$ cat config.mk
export PLATFORM = sky130hd
export DESIGN_NAME = skeleton_counter_bank
export DESIGN_NICKNAME = d
export VERILOG_FILES = /design/src/rtl/FPGA_skeleton_PKG.sv /design/src/rtl/skeleton_counter_ch.sv /design/src/rtl/skeleton_counter_bank.sv
export SDC_FILE = /design/constraint.sdc
export NUM_CORES = 1
export LEC_CHECK = 0
export BUFFER_PORTS_ARGS = -buffer_cell sky130_fd_sc_hd__buf_2
export CAP_MARGIN = 10
export CORE_UTILIZATION = 61
export CTS_BUF_LIST = sky130_fd_sc_hd__clkbuf_2 sky130_fd_sc_hd__clkbuf_4 sky130_fd_sc_hd__clkbuf_8
export DETAILED_ROUTE_END_ITERATION = 16
export GPL_TIMING_DRIVEN = 0
export PLACE_DENSITY = 0.83
export SLEW_MARGIN = 40
export SYNTH_ARGS = -nofsm -noshare
export SYNTH_HDL_FRONTEND = slang
export SYNTH_SLANG_ARGS = --single-unit
$ cat constraint.sdc
create_clock -name clk -period 3.64 [get_ports clk]
set_input_delay 0.364 -clock clk [delete_from_list [all_inputs] [get_ports clk]]
set_output_delay 0.364 -clock clk [all_outputs]
set_load 0.005 [all_outputs]
$ cat src/rtl/FPGA_skeleton_PKG.sv
// Shared types and defaults for the skeleton counter bank.
// Mode and state encodings are used by both the channel and the bank wrapper.
package FPGA_skeleton_PKG;

   typedef enum logic [1:0] {
      CM_WRAP    = 2'b00,
      CM_SAT     = 2'b01,
      CM_ONESHOT = 2'b10,
      CM_RSVD    = 2'b11
   } cnt_mode_t;

   typedef enum logic {
      CS_RUN  = 1'b0,
      CS_HOLD = 1'b1
   } cnt_state_t;

   localparam int CNT_NUM_CH_DEF = 4;
   localparam int CNT_CW_DEF     = 32;

   // Channel-index width, never narrower than one bit.
   function automatic int chw_of(input int n);
      return (n > 1) ? $clog2(n) : 1;
   endfunction

endpackage

$ cat src/rtl/skeleton_counter_ch.sv
// One counter channel: limit/mode registers, RUN/HOLD FSM, counter and status flags.
// All outputs come straight from flops; done is the HOLD state itself.
module skeleton_counter_ch
   import FPGA_skeleton_PKG::*;
#(
   parameter int CW = CNT_CW_DEF
) (
   input  logic          clk,
   input  logic          rst,
   input  logic          cfg_we,
   input  logic [1:0]    cfg_mode,
   input  logic [CW-1:0] cfg_limit,
   input  logic          cnt_en,
   input  logic          cnt_clr,
   output logic [CW-1:0] count,
   output logic          tc_pulse,
   output logic          done,
   output logic          ovf,
   output cnt_state_t    state
);

   (* mark_debug = "true" *) logic [CW-1:0] r_count;
   logic [CW-1:0] r_limit;
   cnt_mode_t     r_mode;
   cnt_state_t    r_state;
   logic          r_tc;
   logic          r_ovf;

   logic [CW-1:0] w_count_nxt;
   cnt_state_t    w_state_nxt;
   logic          w_tc_nxt;
   logic          w_ovf_nxt;
   logic          w_terminal;

   // Magnitude compare so a limit lowered below the count still terminates.
   assign w_terminal = (r_count >= r_limit);

   always_comb begin
      w_count_nxt = r_count;
      w_state_nxt = r_state;
      w_tc_nxt    = 1'b0;
      w_ovf_nxt   = r_ovf;
      if (cnt_clr) begin
         w_count_nxt = '0;
         w_state_nxt = CS_RUN;
         w_ovf_nxt   = 1'b0;
      end else if ((r_state == CS_RUN) && cnt_en) begin
         if (!w_terminal) begin
            w_count_nxt = r_count + CW'(1);
         end else begin
            w_tc_nxt = 1'b1;
            case (r_mode)
               CM_SAT: begin
                  w_count_nxt = r_limit;
                  w_state_nxt = CS_HOLD;
               end
               CM_ONESHOT: begin
                  w_count_nxt = '0;
                  w_state_nxt = CS_HOLD;
               end
               default: begin
                  w_count_nxt = '0;
                  w_ovf_nxt   = 1'b1;
               end
            endcase
         end
      end
   end

   always_ff @(posedge clk) begin
      if (rst) begin
         r_count <= '0;
         r_state <= CS_RUN;
         r_tc    <= 1'b0;
         r_ovf   <= 1'b0;
         r_limit <= '1;
         r_mode  <= CM_WRAP;
      end else begin
         r_count <= w_count_nxt;
         r_state <= w_state_nxt;
         r_tc    <= w_tc_nxt;
         r_ovf   <= w_ovf_nxt;
         // Config lands after this edge's step, which therefore used the old values.
         if (cfg_we) begin
            r_limit <= cfg_limit;
            r_mode  <= cnt_mode_t'(cfg_mode);
         end
      end
   end

   assign count    = r_count;
   assign tc_pulse = r_tc;
   assign done     = (r_state == CS_HOLD);
   assign ovf      = r_ovf;
   assign state    = r_state;

endmodule

$ cat src/rtl/skeleton_counter_bank.sv
// Bank of NUM_CH independent counters with per-channel config decode and packed outputs.
// dbg_state exposes each channel's RUN(0)/HOLD(1) state for probing.
module skeleton_counter_bank
   import FPGA_skeleton_PKG::*;
#(
   parameter int NUM_CH = CNT_NUM_CH_DEF,
   parameter int CW     = CNT_CW_DEF,
   parameter int CHW    = chw_of(NUM_CH)
) (
   input  logic                 clk,
   input  logic                 rst,
   input  logic                 cfg_we,
   input  logic [CHW-1:0]       cfg_ch,
   input  logic [1:0]           cfg_mode,
   input  logic [CW-1:0]        cfg_limit,
   input  logic [NUM_CH-1:0]    cnt_en,
   input  logic [NUM_CH-1:0]    cnt_clr,
   (* mark_debug = "true" *)
   output logic [NUM_CH*CW-1:0] count,
   output logic [NUM_CH-1:0]    tc_pulse,
   output logic [NUM_CH-1:0]    done,
   output logic [NUM_CH-1:0]    ovf,
   output logic [NUM_CH-1:0]    dbg_state
);

   logic [NUM_CH-1:0] w_ch_we;
   cnt_state_t        w_state [NUM_CH];

   genvar i;
   generate
      for (i = 0; i < NUM_CH; i++) begin : g_ch
         // Indices at or above NUM_CH match no channel and are dropped.
         assign w_ch_we[i]   = cfg_we && (cfg_ch == CHW'(i));
         assign dbg_state[i] = w_state[i];

         skeleton_counter_ch #(
            .CW (CW)
         ) u_ch (
            .clk       (clk),
            .rst       (rst),
            .cfg_we    (w_ch_we[i]),
            .cfg_mode  (cfg_mode),
            .cfg_limit (cfg_limit),
            .cnt_en    (cnt_en[i]),
            .cnt_clr   (cnt_clr[i]),
            .count     (count[i*CW +: CW]),
            .tc_pulse  (tc_pulse[i]),
            .done      (done[i]),
            .ovf       (ovf[i]),
            .state     (w_state[i])
         );
      end
   endgenerate

endmodule
# Yosys cells after proc, flatten, opt, wreduce, memory -nomap -nowiden
# Index checks and enable logic that the tools add are counted.
# totals
n_memories,0
ff_bits,276
ramBits,0
latch_bits,0
out_inout_bits,144
romBits,0
inputBits,47
# classes
bitwise,12
reduce_logical,29
n_mul,0
n_eq_ne,11
order_cmp,4
addsub,4
muxes,12
n_shift,0
div,0
# ops
op,count
32-bit two-way mux,8
"32-bit by 1-bit adder with 32-bit output, second input constant",4
32-bit >= comparator,4
3-bit AND reduction,8
2-bit OR reduction,8
"2-bit == test, second input constant",6
1-bit NOT,12
3-bit OR reduction,4
"2-bit by 1-bit == test with 1-bit output, second input constant",5
1-bit logical AND,8
1-bit two-way mux,4
2-bit zero test,1

# Depth between registers and ports, before layout
# logic_depth
depth_word,4
depth_mapped,11
depth_no_buf,9

# Hierarchy
# Synthesis repeated with hierarchy kept, for this count alone.
# unflattened
hier_cells,2028
area_unflattened_um2,16453.3
# modules_own_cells
module,cells_each,instances,seq_area_each_um2,area_per_inst_um2
skeleton_counter_ch,506,4,1381.3,4103.9
skeleton_counter_bank,4,1,0.0,37.5

# Least setup slack after synthesis
# OpenSTA, ideal clock, no wires.
# synth_timing
path_kind,register to register
start,register g_ch[2].u_ch.r_count[0]
end,register g_ch[2].u_ch.r_count[30]
setup_ns,0.123
period_less_slack_ns,2.845
path_stages_with_launch,10
slack_ns,0.795
t_arrival_ns,2.721
path_cell_list,dfxtp_1 -> inv_1 -> ha_1 -> nand2b_1 -> a2111o_1 -> a311o_1 -> o31a_4 -> or4_1 -> a21oi_1 -> nor3_1
# synth_between
elab_chain_len,2
word_cells_on_any_way,3
# synth_rtl
element,line_no,source
start: declaration,skeleton_counter_ch.sv:22,"(* mark_debug = ""true"" *) logic [CW-1:0] r_count;"
start signal: assignment,skeleton_counter_ch.sv:79,r_count <= w_count_nxt;
32-bit by 1-bit adder with 32-bit output or 32-bit >= comparator (tied branches),"skeleton_counter_ch.sv:49, skeleton_counter_ch.sv:36",
32-bit two-way mux (*),skeleton_counter_ch.sv:48,if (!w_terminal) begin
# Mark *: on every way between the ends. The rest lies on a longest branch, timed or not.
# A chain may end at the register's enable or synchronous reset.

# Worst setup path after layout
# layout_timing
start,register g_ch[0].u_ch.r_count[0]
end,register g_ch[0].u_ch.r_count[7]
# layout_between
elab_chain_len,2
word_cells_on_any_way,3
# layout_rtl
element,line_no
start: declaration,skeleton_counter_ch.sv:22
start signal: assignment,skeleton_counter_ch.sv:79
32-bit by 1-bit adder with 32-bit output or 32-bit >= comparator (tied branches),"skeleton_counter_ch.sv:49, skeleton_counter_ch.sv:36"
32-bit two-way mux (*),skeleton_counter_ch.sv:48
# Marked as above.

==> results.cfg <==
[status]
status = completed

[power]
combPwrFrac = 0.082
p_seq_frac = 0.438
p_leak_nw = 9.417
p_clk_frac = 0.480
intPower_mw = 5.389
switchingPower_mw = 1.874
power_density_mw_per_mm2 = 372.1
ir_drop_mv = 0.3447
switching_share = 0.2581

[route]
wl_mm = 61.89
wire_per_inst_um = 21.97
routed_via_density = 6.599
drt_iter0_markers = 2514
vias = 18590
drcViolationCount = 0
firstDrtPassIters = 8
ant_nets = 0

[global_routing]
grt_pass1_vias = 17420
overflow = 0
globalRoute.busiestLayer = met2
grt_pass1_wl_mm = 95.28
met2_usage = 0.6644
use_met1 = 0.5425
grt_usage = 0.4265
met3_usage = 0.09873
grt_start_max_net_pins = 12
antenna_found_initial = 1

[clock_network]
clk_latency_ns = 0.58
ctsLongestPathBuffers = 3
numCtsBuffers = 48
post-cts-setup-buffer-count = 0
cts_root_buffer = clkbuf_8
clkSlewWorstSetupHoldPaths_ns = 0.07
htree_levels = 2
cts_sinks = 276
cts_tree = done

[worst_setup_path]
end_kind = flip-flop
worst_ep_arrival_time_ns = 3.92
timing.critical_path.buf_inv = 2
required_ns = 4.08
start_kind = flip-flop
cp_top_family = compound AO/OA/AOI/OAI gates
crit_fanout = 10
slowest_stage = nor2_2
cp_cell_sequence = inv_1 > ha_1 > nand2b_1 > a2111o_1 > a311o_1 > o211a_1 > nor2_2 > buf_2 > a2bb2oi_1 > a21oi_1
timing_worst_setup_path_type = reg2reg
slowest_delay_ns = 0.58

[die]
die_w_um = 168.4
ios = 191
die-area_mm2 = 0.02837
row_count = 60
initial_utilization = 0.6236
coreArea_mm2 = 0.02710
die_y_um = 168.4

[sta]
finalClockSkew_ns = 0.02894
fin_crit_sh = 0.9563
setup_viol = 0
fin_tns_setup_ns = 0
slew_headroom = 0.3989
finalMaxSlewViolations = 0
finalHoldViolCount = 0
rsz0062_at_grt = no
worst_slew_pin_slew_ns = 0.8983
fin_ws_ns = 0.1589
fin_crit_ns = 3.481
max_freq_ghz = 0.2873

[final_layout]
layout.nets = 2590
syn2layout_area_growth_pct = 15.51
layout-drive-gt1-share = 0.1387

[synth]
yosys_warnings = 0
synthTopCellsByCount = 277 x nand2_1, 276 x dfxtp_1, 162 x inv_1, 153 x nor2_1, 136 x ha_1
synth_area_leaders = dfxtp_1 33%, ha_1 10%, nand2_1 6.2%
ys_types = 75
synthFlopType = dfxtp_1
syn-num-nets = 2351
syn_area_mm2 = 0.01690
yosysTopAreaCell = dfxtp_1
synth_top_area_frac = 0.3269
yosys_register_bits = 276
ys_seq_area_frac = 0.3269
syn_inst = 2168
async_reset_ff_frac = 0
synth.avg_cell_area_um2 = 7.795
synth.most_common_cell = nand2_1
synth_edf_count = 0

[placement]
dpl.hpwl_mm = 45.04
port_buffers = 189
gp_congestion = 1.007
dpl_worst_slack_ns = 0.2441

[run]
max-cap-violations = 0

[worst_hold_path]
hold_path.class = in2reg
power by group through the flow:
stage          clock network, mW  registers [mW]  logic [mW]
2_1_floorplan                  0            3.21       0.348
3_3_place_gp                   0            3.24       0.553
3_5_place_dp                   0            3.24       0.572
4_1_cts                     3.47            3.18       0.578
5_1_grt                     3.60            3.18       0.647
6_report                    3.49            3.18       0.598
path summary, 6_finish.rpt:
path                           from                      to  slack, ns  depth (start not counted)
min reg2reg  g_ch[2].u_ch.r_mode[1]  g_ch[2].u_ch.r_mode[1]       0.47                          2
max           g_ch[0].u_ch.count[0]   g_ch[0].u_ch.count[7]       0.16                         10
min                      cnt_clr[2]  g_ch[2].u_ch.count[14]       0.02                          2
max reg2reg   g_ch[0].u_ch.count[0]   g_ch[0].u_ch.count[7]       0.16                         10
per-layer routing:
| metal | part of all wire | wire (um) |
|---|---|---|
| met5 | 0 | 0 |
| met4 | 0.058 | 3576 |
| met2 | 0.43 | 26740 |
| met3 | 0.12 | 7418 |
| met1 | 0.39 | 24160 |
cell type report:
class | count | area [um2]
fillers | 2249 | 7580
plain buffers | 146 | 624.3
clock buffers | 73 | 954.7
flip-flops and latches | 276 | 5525
repair buffers | 189 | 945.9
well taps | 372 | 465.4
clock inverters | 14 | 222.7
multi-input cells | 1584 | 10170
inverters | 162 | 608.1
diodes | 1 | 2.502
through the flow:
| step | cell area [um2] | std cells | hold WS [ns] | utilization | total power, mW |
|---|---|---|---|---|---|
| floorplan | 16900 | 2168 | 0.4363 | - | 3.557 |
| finish | 19520 | 2817 | 0.02139 | 0.7203 | 7.263 |
| CTS | 19490 | 2816 | 0.007266 | 0.7193 | 7.222 |
| global placement | 18310 | 2729 | 0.4452 | 0.6757 | 3.791 |
| detailed placement | 18320 | 2729 | 0.4560 | 0.6759 | 3.813 |
| global route | 19520 | 2817 | 0.01282 | 0.7203 | 7.434 |
placed cells by master (no fill, tap or decap), drive strengths merged, types with 7 or more instances in the layout:
cell type and count:
nand2b 13, nor4 20, o21ai 124, a31oi 34, buf 226, o31a 7
xnor2 9, clkinv 7, a211oi 22, a21oi 131, nor3 79, o2bb2ai 9
nand2 277, o211a 12, o211ai 7, o21a 17, a221oi 12, nand3b 66
nand3 65, and4 16, a21o 17, and2 13, and3 30, a31o 7
or2 9, or3 9, o221ai 21, a311oi 25, a211o 64, nor2 155
nand4 55, inv 162, o31ai 8, a2bb2oi 8, clkbuf 182, nor2b 12
mux2i 14, o21bai 11, ha 136, dfxtp 276
state kept, by name, indices dropped and copies added (netlist names):
signal              count
g_ch.u_ch.ovf           4
g_ch.u_ch.r_limit     128
g_ch.u_ch.tc_pulse      4
g_ch.u_ch.r_mode        8
g_ch.u_ch.done          4
g_ch.u_ch.count       128
cells by family after synthesis:
group | Yosys count | synth area share
buf+inv | 308 | 0.07285
compound gates | 587 | 0.2400
mux | 17 | 0.01029
xor+xnor | 15 | 0.007774
flops | 276 | 0.3269
simple gates | 829 | 0.2415
fa+ha+maj | 136 | 0.1007
repair_timing:
item | 4_1_cts | 5_1_grt
hold endpoints to repair | 0 | 0
setup endpoints to repair | 0 | 1
gates resized for setup | 0 | 1
hold buffers | 0 | 0
Note: power is estimated with default switching activity, not from simulation.
